File: config.mk
export PLATFORM = sky130hd
export DESIGN_NAME = led_counter
export DESIGN_NICKNAME = d
export VERILOG_FILES = /design/src/rtl/led_counter.sv
export SDC_FILE = /design/constraint.sdc
export NUM_CORES = 1
export LEC_CHECK = 0
export CAP_MARGIN = 20
export CORE_UTILIZATION = 40
export DETAILED_ROUTE_END_ITERATION = 10
export PLACE_DENSITY = 0.59
export SLEW_MARGIN = 20
export SYNTH_ARGS = -nofsm -noshare
export SYNTH_HDL_FRONTEND = slang
export SYNTH_SLANG_ARGS = --single-unit
export TNS_END_PERCENT = 10
File: constraint.sdc
create_clock -name clk -period 2.45 [get_ports clk]
set_input_delay 0.3675 -clock clk [delete_from_list [all_inputs] [get_ports clk]]
set_output_delay 0.3675 -clock clk [all_outputs]
set_load 0.02 [all_outputs]
File: src/rtl/led_counter.sv
// ---------------------------------------------------------------------------
// led_counter
//   Free-running up counter for the LED display. A prescaler divides the board
//   clock so that the count advances once every TICK_DIV enabled cycles. The
//   count wraps from MAX_COUNT to 0. Each step produces a one-cycle tick pulse,
//   and each wrap also produces a one-cycle wrap pulse.
//
// Parameters
//   WIDTH      count width in bits
//   TICK_DIV   enabled clk cycles per count step (>= 1)
//   MAX_COUNT  last value before wrapping to 0 (1 .. 2^WIDTH-1)
//
// Ports
//   clk        board clock; all logic is on posedge
//   rst        asynchronous active-high reset
//   en         count enable, synchronous to clk; low pauses the prescaler
//   count_out  registered count value
//   tick       one-cycle pulse on the edge where count_out changes
//   wrap       one-cycle pulse on the edge where count_out goes MAX_COUNT->0
// ---------------------------------------------------------------------------
module led_counter #(
  parameter int unsigned WIDTH     = 4,
  parameter int unsigned TICK_DIV  = 125000000,
  parameter int unsigned MAX_COUNT = 15
) (
  input  logic             clk,
  input  logic             rst,
  input  logic             en,
  output logic [WIDTH-1:0] count_out,
  output logic             tick,
  output logic             wrap
);

  // A divide-by-1 or divide-by-2 prescaler still needs one bit of state.
  localparam int unsigned PW = (TICK_DIV <= 2) ? 1 : $clog2(TICK_DIV);

  localparam logic [PW-1:0]    PRE_LAST = PW'(TICK_DIV - 1);
  localparam logic [WIDTH-1:0] CNT_LAST = WIDTH'(MAX_COUNT);

  logic [PW-1:0]    r_pre;
  logic [WIDTH-1:0] r_count;
  logic             r_tick;
  logic             r_wrap;
  logic             w_step;

  // With TICK_DIV == 1, PRE_LAST is 0, so r_pre stays 0 and every enabled
  // cycle is a step.
  assign w_step = en && (r_pre == PRE_LAST);

  always_ff @(posedge clk or posedge rst) begin
    if (rst) begin
      r_pre <= '0;
    end else if (en) begin
      if (w_step) begin
        r_pre <= '0;
      end else begin
        r_pre <= r_pre + PW'(1);
      end
    end
  end

  always_ff @(posedge clk or posedge rst) begin
    if (rst) begin
      r_count <= '0;
      r_tick  <= 1'b0;
      r_wrap  <= 1'b0;
    end else if (w_step) begin
      r_tick <= 1'b1;
      if (r_count == CNT_LAST) begin
        r_count <= '0;
        r_wrap  <= 1'b1;
      end else begin
        r_count <= r_count + WIDTH'(1);
        r_wrap  <= 1'b0;
      end
    end else begin
      r_tick <= 1'b0;
      r_wrap <= 1'b0;
    end
  end

  assign count_out = r_count;
  assign tick      = r_tick;
  assign wrap      = r_wrap;

endmodule
; Yosys cells after proc, flatten, opt, wreduce, memory -nomap -nowiden
; Index checks and enable logic that the tools add are counted.
[word_totals]
elab_cells = 14
out_inout_bits = 6
inputBits = 3
regBits = 33
[op_classes]
n_mux = 5
n_reduce_logical = 1
addsub = 2
eq_ne = 2
[op_table]
columns = cell, count
row1 = adder 27 x 1 -> 27 bit (second input constant), 1
row2 = == test 27 bit (second input constant), 1
row3 = 2-to-1 mux 27 bit, 1
row4 = adder 4 x 1 -> 4 bit (second input constant), 1
row5 = == test 4 bit (second input constant), 1
row6 = 2-to-1 mux 4 bit, 1
row7 = 2-to-1 mux 1 bit, 3
row8 = logical AND 1 bit, 1

; Depth between registers and ports, before layout
[logic_depth]
ltp_word = 3
mapped_depth = 7
depth_no_buf = 5

; Worst setup path before layout
; Ideal clock, no wire load.
[synth_path]
path_type = flip-flop to flip-flop
startpoint = register r_pre[0]
endpoint = register r_count[1] (netlist: count_out[1])
synth_period_minus_slack_ps = 1867
path_buffers = 0
t_required_ps = 2325
slack_ps = 583
setup_ps = 125
t_arrival_ps = 1743
path_stages_with_launch = 6
path_cell_list = dfrtp_1 > ha_1 > nand4_2 > or2_4 > nor4_4 > mux2_2
[synth_between]
elab_chain_cells = 2
[synth_lines]
columns = item, line_no
row1 = "start, declared", 40  ; logic [PW-1:0] r_pre;
row2 = "start signal, assigned", 57  ; r_pre <= r_pre + PW'(1);
row3 = == test 27 bit, 48  ; assign w_step = en && (r_pre == PRE_LAST);
row4 = logical AND 1 bit, 48
row5 = "end signal, assigned", 73  ; r_count <= r_count + WIDTH'(1);
row6 = "end, declared", 41  ; logic [WIDTH-1:0] r_count;
; Every way passes these cells.
; A chain may end at the register's enable or synchronous reset.

; Final worst setup path
[layout_path]
startpoint = register r_pre[8]
endpoint = register r_pre[21]
[layout_between]
elab_chain_cells = 3
word_cells_on_any_way = 4
cone_classes = add/sub: 1 / eq/ne: 1 / mux: 1 / reduce/logical: 1
[layout_lines]
columns = item, line_no
row1 = branches (longest 2 deep; another with adder 27 x 1 -> 27 bit), --
row2 = 2-to-1 mux 27 bit (*), 54  ; if (w_step) begin
; Mark *: on every way between the ends.

==> flow_metrics.py <==
metrics = {
    "worst_setup_path": {
        "critPathRequiredTime_ns": 2.65,
        "crit_family": "simple AND/OR/NAND/NOR gates",
        "crit_fanout": 17,
        "cp-start-kind": "flip-flop",
        "end_kind": "flip-flop",
        "crit_chain": "nand2_2 -> or3_1 -> or4_1 -> a21oi_1",
        "critical_path_class": "flip-flop to flip-flop",
        "crit_arrival_ns": 2.27,
        "worst-path-buf-inv": 0,
        "cpMaxStageDelayCell": "or3_1",
        "cp_slowest_stage_delay_ns": 0.63,
        "reg2reg_slack_ns": 0.38,
    },
    "floorplanning": {
        "core_area_um2": 4144,
        "io_pins": 9,
        "start_util_pct": 43.33,
        "die_h_um": 69.00,
        "die_area_um2": 4760,
        "placementRows": 23,
        "die_w_um": 69.00,
    },
    "power": {
        "ir_drop_v": 0.0004033,
        "p_leak_nw": 0.8100,
        "p_per_area_nw_per_um2": 576.5,
    },
    "route": {
        "viasPerCell": 5.962,
        "wl_per_cell_um": 16.00,
        "drt-initial-drc-count": 106,
        "ant_nets": 0,
        "routed_wl_um": 3825,
        "via_count": 1425,
        "route.detailed.drc": 0,
        "dr.pass1.iters": 4,
    },
    "run": {
        "cap_violations": 0,
    },
    "yosys": {
        "syn_inst": 176,
        "mappedNetlistArea_um2": 1795,
        "syn_avg_cell_area_um2": 10.20,
        "yosysWarnings": 0,
        "ys_seq_elements": 33,
        "ys.flop_type": "dfrtp_1",
        "synth_edf_count": 0,
        "synth-seq-area-share_pct": 45.99,
        "ys_types": 43,
        "synthArstFlopShare_pct": 100.0,
        "postSynthNetCount": 181,
    },
    "clocking": {
        "path_clk_slew_ns": 0.07,
        "post_cts_buffers": 0,
        "clk_latency_ns": 0.28,
        "post_cts_resize_count": 0,
        "cts_hold_buffers": 0,
        "ctsHtreeMaxLevel": 2,
        "cts.path.max_buffers": 2,
        "cts_sinks": 33,
        "cts_tree": "built",
        "root_buffer": "clkbuf_8",
        "cts_buffers": 5,
    },
    "timing": {
        "fmax_ghz": 0.4828,
        "setup_viol": 0,
        "period_minus_slack_ns": 2.071,
        "fin_setup_tns_ns": 0,
        "slew_violations": 0,
        "finalClockSkew_ns": 0.008058,
        "slew-limit-headroom_pct": 59.60,
        "rsz0062_at_grt": "no",
        "period_share_pct": 84.55,
        "tightest_slew_ns": 0.6014,
        "hold_violations": 0,
    },
    "place": {
        "gp_congestion": 0.8514,
        "hpwl_um": 2658,
        "numPortBuffers": 8,
        "placed_area_um2": 1907,
    },
    "cells_and_area": {
        "final_common_cell": "dfrtp_1",
        "design_area_um2": 1993,
        "final_layout_size_suffix_gt1_share_pct": 12.17,
        "antenna_cells": 0,
        "layout.nets": 194,
        "synthToLayoutAreaGrowth_pct": 11.01,
        "mostFrequentLayoutCells": "dfrtp_1 (33), nand2_1 (16)",
    },
    "global_routing": {
        "first_global_vias": 1385,
        "antenna_found_initial": 0,
        "track_usage_pct": 18.85,
        "grt_max_degree": 34,
        "overflow": 0,
        "grt_pass1_wl_um": 6499,
    },
    "status": {
        "status": "finished clean",
    },
    "hold_path": {
        "hold_class": "input port to asynchronous set/reset pin",
    },
}
## worst register-to-register path, delay by kind of cell (launching register included)
family,cells,cell delay [ns]
simple gates,3,1.35
flops,1,0.47
compound gates,1,0.18
## kinds of logic (layout without fill, tap and decap cells)
logic type	Yosys count	after routing	synth area share, %
xor+xnor	15	15	7.317
buf+inv	13	26	4.878
flops	33	33	45.99
mux	3	3	1.812
compound gates	27	27	10.03
fa+ha+maj	2	2	1.394
simple gates	83	83	28.57
## routing by layer
metal	track usage [%]	vias to the layer above	wire, um
li1	-	683	-
met1	23.87	695	1778
met2	30.58	41	1833
met3	4.276	6	165
met4	8.163	0	47
met5	0	-	0
## per-stage QoR
stage                     total power [mW]  hold slack, ns  cells  setup slack (ns)  utilization (%)
after floorplan                     0.7079          0.4675    176            0.5827                -
after global placement              0.7364          0.4971    232            0.2374            46.01
after detailed placement            0.7459          0.5098    232            0.1920            46.01
after CTS                            1.158          0.4936    239            0.3895            48.10
after global routing                 1.201          0.5337    239            0.2380            48.10
final                                1.149          0.4731    239            0.3786            48.10
## power breakdown
group	internal, mW	total, mW	switching, mW
combinational	0.0446	0.0973	0.0527
sequential	0.586	0.641	0.0545
clock	0.223	0.411	0.188
total	0.853	1.15	0.296
## registers in the layout, indices dropped and copies added (netlist names)
signal / count
r_pre: 27
tick: 1
wrap: 1
count_out: 4
## path summary, 6_finish.rpt
kind | depth (start not counted) | endpoint | from
max reg2reg | 4 | r_pre[21] | r_pre[8]
min reg2reg | 1 | r_pre[18] | r_pre[18]
max in group asynchronous | 3 | r_pre[2] | rst
max | 4 | r_pre[21] | r_pre[8]
min in group clk | 1 | r_pre[18] | r_pre[18]
min | 3 | count_out[2] | rst
## final cells by class
class,instances,area [um^2]
multi-input cells,130,882.1
flip-flops and latches,33,825.8
inverters,7,26.28
fillers,363,2151
clock buffers,7,86.33
well taps,50,62.56
repair buffers,12,110.1
## synth_stat cells, drive strengths merged, types with 2 or more instances
cell	instances	area, um^2
nand4	11	75.07
ha	2	25.02
or2	2	15.02
or4	9	67.56
a21oi	9	45.04
xnor2	10	87.58
nor3	4	25.02
mux2	2	22.52
and3	3	21.27
nor4b	2	17.52
and4	2	17.52
dfrtp	33	825.8
o31ai	10	75.07
nand2	17	66.32
o21ai	3	15.01
a31o	2	17.52
clkbuf	4	45.04
nand3	9	45.04
xor2	5	43.79
nor2	10	37.54
inv	7	26.28
nor4	8	77.57
buf	2	16.26
Power figures use the tool's default switching activity.
